`config.mk`:
```
export PLATFORM = sky130hd
export DESIGN_NAME = ifetch_unit
export DESIGN_NICKNAME = d
export VERILOG_FILES = /design/src/rtl/ifetch_unit.sv
export SDC_FILE = /design/constraint.sdc
export NUM_CORES = 1
export LEC_CHECK = 0
export CAP_MARGIN = 5
export CORE_UTILIZATION = 35
export CTS_BUF_LIST = sky130_fd_sc_hd__clkbuf_8
export DETAILED_ROUTE_END_ITERATION = 12
export GPL_TIMING_DRIVEN = 0
export REMOVE_ABC_BUFFERS = 1
export SLEW_MARGIN = 40
export SYNTH_ARGS = -nofsm -noshare
export SYNTH_HDL_FRONTEND = slang
export SYNTH_SLANG_ARGS = --single-unit
```
`constraint.sdc`:
```
create_clock -name clk -period 2.5 [get_ports clk]
set_input_delay 0.25 -clock clk [delete_from_list [all_inputs] [get_ports clk]]
set_output_delay 0.25 -clock clk [all_outputs]
set_load 0.05 [all_outputs]
```
`src/rtl/ifetch_unit.sv`:
```
// Instruction fetch stage: owns the PC, addresses a combinational ROM and
// queues {pc, instr} pairs in a two-entry buffer for decode.
module ifetch_unit #(
    parameter logic [31:0] RESET_PC  = 32'h0000_0000,
    parameter int          BUF_DEPTH = 2
) (
    input  logic        clk,
    input  logic        rst_n,
    output logic [31:0] imem_addr,
    input  logic [31:0] imem_instr,
    input  logic        redirect_valid,
    input  logic [31:0] redirect_pc,
    output logic        out_valid,
    input  logic        out_ready,
    output logic [31:0] out_pc,
    output logic [31:0] out_instr
);

    logic [31:0] pc_reg, pc_next;
    logic [1:0]  count_reg, count_next;
    logic        rd_ptr_reg, rd_ptr_next;
    logic        wr_ptr_reg, wr_ptr_next;

    logic [31:0] entry_pc_reg    [BUF_DEPTH];
    logic [31:0] entry_instr_reg [BUF_DEPTH];
    logic [BUF_DEPTH-1:0] wr_en;

    logic pop;
    logic push;

    assign out_valid = (count_reg != 2'd0);
    assign pop       = out_valid & out_ready;
    // A redirect suppresses the fetch; the pipeline refills from the target next cycle.
    assign push      = ~redirect_valid & ((count_reg < 2'd2) | pop);

    assign imem_addr = pc_reg;
    assign out_pc    = entry_pc_reg[rd_ptr_reg];
    assign out_instr = entry_instr_reg[rd_ptr_reg];

    always_comb begin
        pc_next     = pc_reg;
        count_next  = count_reg;
        rd_ptr_next = rd_ptr_reg;
        wr_ptr_next = wr_ptr_reg;
        if (redirect_valid) begin
            pc_next     = {redirect_pc[31:2], 2'b00};
            count_next  = 2'd0;
            rd_ptr_next = 1'b0;
            wr_ptr_next = 1'b0;
        end else begin
            if (push) begin
                pc_next     = pc_reg + 32'd4;
                wr_ptr_next = ~wr_ptr_reg;
            end
            if (pop) begin
                rd_ptr_next = ~rd_ptr_reg;
            end
            case ({push, pop})
                2'b10:   count_next = count_reg + 2'd1;
                2'b01:   count_next = count_reg - 2'd1;
                default: count_next = count_reg;
            endcase
        end
    end

    always_ff @(posedge clk or negedge rst_n) begin
        if (!rst_n) begin
            pc_reg     <= RESET_PC;
            count_reg  <= 2'd0;
            rd_ptr_reg <= 1'b0;
            wr_ptr_reg <= 1'b0;
        end else begin
            pc_reg     <= pc_next;
            count_reg  <= count_next;
            rd_ptr_reg <= rd_ptr_next;
            wr_ptr_reg <= wr_ptr_next;
        end
    end

    genvar gi;
    generate
        for (gi = 0; gi < BUF_DEPTH; gi++) begin : g_entry
            assign wr_en[gi] = push & (wr_ptr_reg == 1'(gi));
        end
    endgenerate

    always_ff @(posedge clk or negedge rst_n) begin
        if (!rst_n) begin
            for (int i = 0; i < BUF_DEPTH; i++) begin
                entry_pc_reg[i]    <= 32'd0;
                entry_instr_reg[i] <= 32'd0;
            end
        end else begin
            for (int i = 0; i < BUF_DEPTH; i++) begin
                if (wr_en[i]) begin
                    entry_pc_reg[i]    <= pc_reg;
                    entry_instr_reg[i] <= imem_instr;
                end
            end
        end
    end

endmodule
```
Word-level counts from Yosys, hierarchy flattened
Cells that the tools add are included.

Eq/ne operators: 2. Order comparisons: 2. Reduce and logical (&&, ||, !) cells: 4. Add/sub/neg operators: 3. Multiplexer cells: 14. Bitwise logic cells: 9.

Operators by type and width (count): $mux W32 (8); $add A32 B3 Y32 const B (1); $reduce_bool A2 Y1 (3); $and A1 B1 Y1 (4); $mux W1 (4); $pmux W2 S2 (1); $not A1 Y1 (3); $reduce_bool A3 Y1 (1); $add A2 B1 Y2 const B (1); $eq A2 B1 Y1 const B (1); $eq A2 B2 Y1 const B (1); $ge A2 B2 Y1 const B (1); $lt A2 B2 Y1 const B (1); $mux W2 (1); $not A1 Y2 (1); $sub A2 B1 Y2 const B (1); $or A1 B1 Y1 (1).

Input port bits: 68. Register bits after elaboration: 164. Output and inout bits: 97.

Logic depth before layout (Yosys ltp)
Gate-level depths: netlist (run 1).

Depth in word-level cells: 7. Gate-level depth with buffers: 6.

Worst setup path before layout (run 1)
No wires, ideal clock.

Path kind: register -> register. Start point: register pc_reg[17] (netlist: imem_addr[17]). End point: register pc_reg[31] (netlist: imem_addr[31]). Data required time: 2418 ps. Period minus slack after synthesis: 2194 ps. Stages on the path, launching flop included: 6. Setup slack: 306 ps. Arrival: 2112 ps. Setup time: 82 ps. Path through: dfrtp_1 buf_2 nand3_1 or4_4 or4_1 a31oi_1.

Word-level cells in the longest chain between the ends: 3.

Ends and longest elaborated chain: start: declaration (line 19) `logic [31:0] pc_reg, pc_next;`; start signal: assignment (line 73) `pc_reg <= pc_next;`; $add A32 B3 Y32 (line 52) `pc_next = pc_reg + 32'd4;`; $mux W32 (line 51) `if (push) begin`; $mux W32 (line 45) `if (redirect_valid) begin`.

No other way between the ends. The select of a mux whose other input is x is not followed. A chain may end at the register's enable or synchronous reset.

Worst setup path in the final report (run 1)
Start point: register rd_ptr_reg. End point: output out_pc[6].

Word-level cells in the longest chain between the ends: 4.

Ends and longest elaborated chain: start: declaration (line 21) `logic rd_ptr_reg, rd_ptr_next;`; start signal: assignment (line 75) `rd_ptr_reg <= rd_ptr_next;`; $not A1 Y2 (implied by the code) (line 37) `assign out_pc = entry_pc_reg[rd_ptr_reg];`; $mux W32 (implied by the code) (3 in a row) (line 37); end: declaration (line 15) `output logic [31:0] out_pc,`.

No other way between the ends. The select of a mux whose other input is x is not followed.

==> summary.txt, run 1 <==
Floorplan
  • Height of the die: 146 um
  • Count of boundary I/O pins: 165
  • Core outline area: 0.0203 mm2
  • Full die area: 0.0214 mm2
  • Die Width: 146 um
  • Initial Util: 35.9%
  • Core Rows: 52

Timing
  • Maximum operating frequency: 413 MHz
  • Final-report max-slew violation count: 0
  • Post-layout minimum cycle time: 2.42 ns
  • Endpoints failing setup: 0
  • Final critical-path share of the clock period: 96.8%
  • Remaining max-slew budget at the tightest pin: 50.8%
  • Unrepaired setup endpoints after global routing: false
  • Actual slew at the worst max-slew pin: 0.739 ns
  • Clock Skews: 0.0148 ns
  • Hold Violations, Final: 0

Clocking
  • Clock-pin slew on the worst setup and hold paths: 0.09 ns
  • Clk root buf: sky130_fd_sc_hd__clkbuf_8
  • Skew-Pair Late Insertion Delay: 0.46 ns
  • Clock tree sinks: 158
  • H-tree depth: 4
  • Number of buffers on the longest clock path: 2
  • TritonCTS clock tree: built
  • Clock buffers created by TritonCTS: 17

Route
  • Number of nets with antenna violations after detailed routing: 0
  • Routed length per instance: 17.3 um
  • Residual DRC: 0
  • Post-DR vias/cell: 5.09
  • Total wirelength of the detailed-routed design: 17600 um
  • Detailed-route via count: 5152
  • Length of the first detailed-routing pass in iterations: 4
  • Drt first-iter violations: 224

Setup path
  • CP bufs+invs: 1
  • CP delay by family, top: buffers and inverters
  • Required arrival time at the worst endpoint: 2.25 ns
  • Startpoint kind of the worst setup timing path: register
  • CP peak stage delay: 0.71 ns
  • Worst setup EP type: primary output
  • Cell with the biggest individual delay on the critical path: sky130_fd_sc_hd__clkdlybuf4s50_1
  • Signal arrival time at the worst endpoint: 2.17 ns
  • Critical path type: reg2out
  • Ordered cell list for the critical path: mux2_2 > clkdlybuf4s50_1
  • Worst-path maximum fanout: 18

Pwr
  • Pwr per Cell Area: 885 mW/mm2
  • Leakage power summed over all cells: 4.01 nW
  • Maximum resistive drop on vdd: 0.400 mV

Global route
  • Wire length of the first global-routing pass: 28800 um
  • Number of antenna violations at the first check in global routing: 0
  • Leftover overflow at the end of global routing: 0
  • Number of global-route vias before repair: 5428
  • Largest net degree at the start of global routing: 72
  • Tot GR Track Use: 17.1%

Final layout
  • Number of flip-flops in the largest register: 64
  • Layout overhead on the synthesized area: 32.9%
  • Final non-filler cell total: 1012
  • Net count, final: 798
  • FILL cells: 1904
  • Number of antenna cells inserted: 0
  • Share of post-route cells with drive strength above 1: 33.0%
  • Final core area utilization: 47.7%

Worst hold path
  • Worst min-delay path category: in2async

Run status
  • Outcome: finished, final reports clean

Yosys
  • Count of mapped cells out of synthesis: 566
  • Synthesis-stage register bit count: 158
  • Cell area after technology mapping: 0.00729 mm2
  • Seq/Total Area, Yosys: 54.2%
  • Post-synth EDFFs: 0
  • Yosys warning count: 0
  • Mean Syn Cell Area: 12.9 um2
  • Count of distinct cell types in the synthesized netlist: 38
  • Fraction of synthesis flops using an asynchronous set or reset pin: 100%
  • Commonest register cell after synthesis: sky130_fd_sc_hd__dfrtp_1

Placement
  • Cell count after placement: 976
  • IO Port Bufs: 158
  • Estimated wirelength of the detail-placed design: 12400 um
  • Final Wtd Congestion: 0.735

Run
  • Max cap viols: 0
==> where the power goes <==
group	internal (W)	leakage, nW	total (W)	switching [W]
clock network	0.000984	0.203	0.00198	0.000995
logic	0.00126	1.95	0.00312	0.00186
registers	0.00312	1.86	0.00348	0.000357
==> synthesized netlist by cell type (4+ instances only) <==
cell | n | share of area, %
sky130_fd_sc_hd__a31oi_1 | 13 | 1.1
sky130_fd_sc_hd__nand2_1 | 29 | 1.5
sky130_fd_sc_hd__or3_1 | 5 | 0.43
sky130_fd_sc_hd__buf_1 | 7 | 0.36
sky130_fd_sc_hd__buf_4 | 4 | 0.41
sky130_fd_sc_hd__dfrtp_1 | 158 | 54
sky130_fd_sc_hd__or2_2 | 4 | 0.34
sky130_fd_sc_hd__mux2_2 | 184 | 28
sky130_fd_sc_hd__xnor2_1 | 4 | 0.48
sky130_fd_sc_hd__nand4_1 | 11 | 0.94
sky130_fd_sc_hd__or4_1 | 18 | 1.9
sky130_fd_sc_hd__o211ai_1 | 4 | 0.41
sky130_fd_sc_hd__xor2_1 | 6 | 0.72
sky130_fd_sc_hd__o31ai_1 | 11 | 1.1
sky130_fd_sc_hd__nor2_1 | 18 | 0.93
sky130_fd_sc_hd__buf_2 | 8 | 0.55
sky130_fd_sc_hd__nand3_1 | 19 | 1.3
sky130_fd_sc_hd__o21ai_0 | 14 | 0.96
sky130_fd_sc_hd__clkbuf_1 | 19 | 0.98
==> layer usage <==
metal,track usage [%],vias to the layer above,part of all wire (%)
li1,-,2393,-
met1,21.2,2633,44
met2,29.2,116,50
met3,4.44,10,4.6
met4,5.26,0,0.84
met5,0,-,0
==> kinds of logic (layout without fill, tap and decap cells) <==
family          count (synthesis)  count (layout)  share of synthesized area [%]
mux                           185             185                           28.6
flops                         158             158                           54.2
simple gates                  119             119                           8.76
compound gates                 50              50                           4.50
buf+inv                        42             215                           2.51
xor+xnor                       10              10                           1.20
fa+ha+maj                       1               1                          0.172
other cells                     1               4                         0.0515
==> stage by stage <==
step,hold slack [ns],total power [W],setup slack [ns],setup TNS [ns],cell area [um2]
after global placement,0.467,0.00675,-7.68,-1625.64,9050
after global routing,0.242,0.00903,0.00195,0,9680
final,0.236,0.00857,0.0809,0,9680
after CTS,0.214,0.00870,0.0154,0,9660
after detailed placement,0.138,0.00684,-0.423,-10.60,9280
after floorplan,-0.0456,0.00573,-2.94,-220.20,7130
==> final cells by class <==
cell class	count	area [um2]	area share [%]
Inverter	4	16.3	0.168
Clock buffer	17	234	2.42
Sequential cell	158	3960	40.9
Multi-Input combinational cell	369	3180	32.8
Clock inverter	15	171	1.77
Tap cell	270	338	3.49
Timing Repair Buffer	179	1790	18.4
==> cells in the final DEF (no fill, tap or decap), drive strengths merged, types with 2 or more instances in the layout <==
cell type / instances
mux2: 184
dfrtp: 158
clkdlybuf4s50: 102
dlygate4sd2: 46
nand2: 29
buf: 22
nand3: 19
or4: 19
nor2: 18
clkbuf: 17
o21ai: 14
a31oi: 13
nand4: 12
o31ai: 11
inv: 9
dlymetal6s2s: 8
xor2: 6
or3: 5
or2: 4
o211ai: 4
xnor2: 4
conb: 4
clkinvlp: 4
nor2b: 3
and3: 3
bufinv: 3
clkinv: 3
nor3: 3
and4: 2
o311ai: 2
a21oi: 2
==> what timing repair did <==
action	in CTS	in global routing
hold buffers	1	0
pin swaps	1	0
cloned	0	0
endpoints found under the hold margin	87	0
setup buffers	3	0
endpoints found under the setup margin	48	8
gates resized for setup	46	8
==> worst paths after layout <==
check | startpoint | to | slack, ns | cells past startpoint
hold / removal | rst_n | entry_pc_reg[56] | 0.24 | 2
setup reg to reg | count_reg[1] | imem_addr[25] | 0.17 | 4
hold reg to reg | entry_pc_reg[10] | entry_pc_reg[10] | 0.49 | 2
setup / recovery | rd_ptr_reg | out_pc[6] | 0.08 | 2
max in group asynchronous | rst_n | entry_instr_reg[50] | 1.29 | 4
min in group clk | redirect_pc[16] | imem_addr[16] | 0.36 | 3
No activity file was read; power rests on OpenSTA's default activity.
==> run 2, diff against run 1 <==
Settings changed: CORE_MARGIN set to 4.
==> summary.txt, run 2 (synthesized netlist as in run 1, its figures left out) <==
Route
  • Drt first-iter violations: 251
  • Routed length per instance: 17.9 um
  • Number of nets with antenna violations after detailed routing: 0
  • Post-DR vias/cell: 5.08
  • Length of the first detailed-routing pass in iterations: 4
  • Residual DRC: 0
  • Detailed-route via count: 5149
  • Total wirelength of the detailed-routed design: 18200 um

Setup path
  • Startpoint kind of the worst setup timing path: register
  • Source of the worst register-to-register timing path: count_reg[1]
  • Worst-path maximum fanout: 21
  • Origin of the worst setup path: rd_ptr_reg
  • Required arrival time at the worst endpoint: 2.25 ns
  • Signal arrival time at the worst endpoint: 2.18 ns
  • Critical path type: reg2out
  • Worst setup EP type: primary output

Worst hold path
  • Worst min-delay path category: in2async

Timing
  • Setup TNS: 0 ns
  • Final critical-path share of the clock period: 97.0%
  • Actual slew at the worst max-slew pin: 0.729 ns
  • Hold Violations, Final: 0
  • Setup WS post-layout: 0.0749 ns
  • Worst hold slack across all endpoints: 0.234 ns
  • Clock Skews: 0.0188 ns
  • Unrepaired setup endpoints after global routing: false
  • Maximum operating frequency: 412 MHz
  • Remaining max-slew budget at the tightest pin: 51.4%
  • Endpoints failing setup: 0
  • Post-layout minimum cycle time: 2.43 ns
  • Final-report max-slew violation count: 0

Clocking
  • Clock buffers created by TritonCTS: 17
  • Number of buffers on the longest clock path: 2
  • Clock-pin slew on the worst setup and hold paths: 0.10 ns
  • Clock tree sinks: 158
  • H-tree depth: 4
  • TritonCTS clock tree: built
  • Clk root buf: sky130_fd_sc_hd__clkbuf_8
  • Skew-Pair Late Insertion Delay: 0.45 ns

Floorplan
  • Count of boundary I/O pins: 165
  • Initial Util: 35.8%
  • Height of the die: 152 um
  • Die Width: 152 um
  • Full die area: 0.0232 mm2
  • Core Rows: 52
  • Core outline area: 0.0204 mm2

Pwr
  • Leakage power summed over all cells: 3.97 nW
  • Maximum resistive drop on vdd: 0.421 mV
  • Pwr per Cell Area: 890 mW/mm2

Placement
  • Estimated wirelength of the detail-placed design: 13100 um
  • IO Port Bufs: 158
  • Cell count after placement: 976
  • Pre-CTS setup slack: -0.414 ns
  • Final Wtd Congestion: 0.731

Final layout
  • FILL cells: 1872
  • Most frequent cells in the layout: sky130_fd_sc_hd__mux2_2 (184), sky130_fd_sc_hd__dfrtp_1 (157), sky130_fd_sc_hd__clkdlybuf4s50_1 (124)
  • Final core area utilization: 47.8%
  • Net count, final: 799
  • Final non-filler cell total: 1013
  • Number of flip-flops in the largest register: 64
  • Commonest non-fill, non-tap cell in the layout: sky130_fd_sc_hd__mux2_2
  • Share of post-route cells with drive strength above 1: 33.4%
  • Layout overhead on the synthesized area: 33.5%

Global route
  • Number of antenna violations at the first check in global routing: 1
  • Number of global-route vias before repair: 5531
  • Leftover overflow at the end of global routing: 0
  • Largest net degree at the start of global routing: 65
  • Tot GR Track Use: 15.8%
  • Wire length of the first global-routing pass: 29700 um

Run status
  • Outcome: finished, final reports clean

Run
  • Max cap viols: 0
## run 2: final cells by class
type / count / area (um2) / share of cell area (%)
diodes: 1 / 2.50 / 0.0257
clock buffers: 18 / 248 / 2.55
clock inverters: 13 / 163 / 1.67
inverters: 4 / 17.5 / 0.180
multi-input cells: 369 / 3190 / 32.7
flip-flops and latches: 158 / 3960 / 40.7
well taps: 270 / 338 / 3.47
repair buffers: 180 / 1820 / 18.7
## run 2: worst max-delay path: stages, from the launching register on
cell,delay (ns)
sky130_fd_sc_hd__dfrtp_4,0.51
sky130_fd_sc_hd__buf_12,0.18
sky130_fd_sc_hd__mux2_2,0.23
sky130_fd_sc_hd__clkdlybuf4s50_1,0.81
## run 2: timing repair
action                                 in CTS  in global routing
gates cloned                                0                  0
pin swaps                                   0                  1
buffers inserted                            1                  3
resized for setup                          27                  7
hold buffers                                1                  0
setup endpoints to repair                  46                 39
endpoints found under the hold margin      91                  0
## run 2: where the power goes
group	total, W	switching [W]	internal (W)
clock network	0.00198	0.000967	0.00101
registers	0.00346	0.000340	0.00312
logic	0.00322	0.00189	0.00133
total	0.00866	0.00320	0.00547
## run 2: final timing paths
path / to / slack [ns] / cells after the start
min in group clk: count_reg[1] / 0.36 / 2
setup / recovery: out_pc[15] / 0.07 / 3
max in group asynchronous: rd_ptr_reg / 1.30 / 4
hold / removal: entry_pc_reg[25] / 0.23 / 2
hold reg to reg: entry_instr_reg[40] / 0.50 / 1
setup reg to reg: imem_addr[27] / 0.27 / 4
## run 2: layer usage
layer  global-route usage, %  vias to the layer above  part of all wire [%]
li1                        -                     2387                     -
met1                    19.7                     2626                    43
met2                    26.9                      123                    51
met3                    4.71                       13                   5.2
met4                    4.28                        0                   1.1
met5                       0                        -                     0
## run 2: per-stage QoR
| stage | power (W) | instance area, um2 |
|---|---|---|
| finish | 0.00866 | 9730 |
| global route | 0.00911 | 9730 |
| CTS | 0.00881 | 9690 |
| detailed placement | 0.00686 | 9280 |
| global placement | 0.00678 | 9050 |
| floorplan | 0.00573 | 7130 |
==> run 3, diff against run 2 <==
Settings changed: CTS_CLUSTER_SIZE set to 25, SETUP_SLACK_MARGIN set to 0.05.
==> summary.txt, run 3 (synthesized netlist as in run 1, its figures left out) <==
Worst hold path
  • Worst min-delay path category: in2async

Placement
  • IO Port Bufs: 158
  • Instance area after placement: 0.00928 mm2
  • Estimated wirelength of the detail-placed design: 13100 um
  • Final Wtd Congestion: 0.731
  • Cell count after placement: 976

Global route
  • Tot GR Track Use: 15.8%
  • Number of antenna violations at the first check in global routing: 1
  • Wire length of the first global-routing pass: 29700 um
  • Largest net degree at the start of global routing: 65
  • Number of global-route vias before repair: 5533
  • Leftover overflow at the end of global routing: 0

Route
  • Detailed-route via count: 5156
  • Residual DRC: 0
  • Routed length per instance: 18.1 um
  • Drt first-iter violations: 216
  • Length of the first detailed-routing pass in iterations: 5
  • Number of nets with antenna violations after detailed routing: 0
  • Post-DR vias/cell: 5.09
  • Total wirelength of the detailed-routed design: 18300 um

Final layout
  • Layout overhead on the synthesized area: 33.6%
  • Most frequent cells in the layout: sky130_fd_sc_hd__mux2_2 (184), sky130_fd_sc_hd__dfrtp_1 (157), sky130_fd_sc_hd__clkdlybuf4s50_1 (94)
  • Final non-filler cell total: 1013
  • Number of flip-flops in the largest register: 64
  • Commonest non-fill, non-tap cell in the layout: sky130_fd_sc_hd__mux2_2
  • Final design area excluding fillers: 0.00974 mm2
  • Share of post-route cells with drive strength above 1: 33.6%
  • FILL cells: 1877
  • Net count, final: 799

Clocking
  • Skew-Pair Late Insertion Delay: 0.46 ns
  • Clk root buf: sky130_fd_sc_hd__clkbuf_8
  • Number of buffers on the longest clock path: 2
  • H-tree depth: 4
  • TritonCTS clock tree: built
  • Clock buffers created by TritonCTS: 17
  • Clock tree sinks: 158
  • Clock-pin slew on the worst setup and hold paths: 0.10 ns

Timing
  • Final critical-path share of the clock period: 94.2%
  • Endpoints failing setup: 0
  • Maximum operating frequency: 425 MHz
  • Remaining max-slew budget at the tightest pin: 51.1%
  • Final-report max-slew violation count: 0
  • Actual slew at the worst max-slew pin: 0.734 ns
  • Hold Violations, Final: 0
  • Unrepaired setup endpoints after global routing: false
  • Clock Skews: 0.0210 ns
  • Post-layout minimum cycle time: 2.36 ns
  • Setup TNS: 0 ns

Pwr
  • Maximum resistive drop on vdd: 0.415 mV
  • Leakage power summed over all cells: 4.11 nW
  • Pwr per Cell Area: 883 mW/mm2

Run status
  • Outcome: finished, final reports clean

Setup path
  • Critical Path Most Common Cell: sky130_fd_sc_hd__buf_12
  • Worst setup EP type: primary output
  • CP bufs+invs: 3
  • Ordered cell list for the critical path: buf_12 > buf_12 > mux2_2 > dlygate4sd2_1
  • CP peak stage delay: 0.56 ns
  • Required arrival time at the worst endpoint: 2.25 ns
  • CP delay by family, top: buffers and inverters
  • Signal arrival time at the worst endpoint: 2.11 ns
  • Source of the worst register-to-register timing path: count_reg[1]
  • Startpoint kind of the worst setup timing path: register
  • Cell with the biggest individual delay on the critical path: sky130_fd_sc_hd__dlygate4sd2_1
  • Critical path type: reg2out
  • Origin of the worst setup path: rd_ptr_reg
  • Worst-path maximum fanout: 26

Run
  • Max cap viols: 0

Floorplan
  • Initial Util: 35.8%
  • Height of the die: 152 um
  • Count of boundary I/O pins: 165
  • Full die area: 0.0232 mm2
  • Core outline area: 0.0204 mm2
  • Die Width: 152 um
  • Core Rows: 52
## run 3: cell type report
type                       count  area, um2  area share (%)
sequential                   158       3960            40.6
multi-input combinational    369       3190            32.7
timing repair buffer         180       1830            18.8
tap                          270        338            3.47
clock buffer                  18        248            2.54
clock inverter                13        163            1.67
inverter                       4       17.5           0.180
antenna                        1       2.50          0.0257
## run 3: report_power, final
part	leakage, nW	internal, W	total [W]	switching, W
Clock	0.207	0.00101	0.00198	0.000969
Combinational	2.05	0.00127	0.00315	0.00188
Sequential	1.86	0.00312	0.00346	0.000341
## run 3: worst register-to-register path, delay by kind of cell, from the launching register on
kind	cells	cell delay, ns
flops	1	0.42
simple gates	3	1.51
compound gates	1	0.23
## run 3: metrics by stage
step / total power [W] / hold WS, ns / setup slack (ns) / util (%)
after global placement: 0.00678 / 0.459 / -7.94 / 44.4
after global routing: 0.00904 / 0.233 / 0.0544 / 47.8
after floorplan: 0.00573 / -0.0456 / -2.94 / -
after CTS: 0.00875 / 0.211 / 0.0530 / 47.5
after detailed placement: 0.00686 / 0.135 / -0.414 / 45.6
final: 0.00860 / 0.233 / 0.144 / 47.8
## run 3: final timing paths
kind	end	slack, ns	depth (start not counted)
worst max-delay path	out_pc[10]	0.14	4
worst min-delay path	entry_pc_reg[25]	0.23	2
worst max register to register	imem_addr[23]	0.26	4
worst min register to register	entry_pc_reg[12]	0.50	1
max in group asynchronous	rd_ptr_reg	1.29	4
min in group clk	imem_addr[12]	0.36	3
## run 3: per-layer routing
metal	GRT usage [%]	up-vias	share of wire [%]
met5	0	-	0
met4	4.28	0	0.81
met3	4.71	9	4.9
met2	26.9	125	52
met1	19.7	2630	43
li1	-	2392	-
## run 3: what timing repair did
action                                  4_1_cts  5_1_grt
gates resized for setup                      44       22
hold buffers                                  1        0
pin swaps                                     1        1
buffers inserted                              1        3
endpoints found under the setup margin       48       56
endpoints found under the hold margin        91        0
cloned                                        0        0
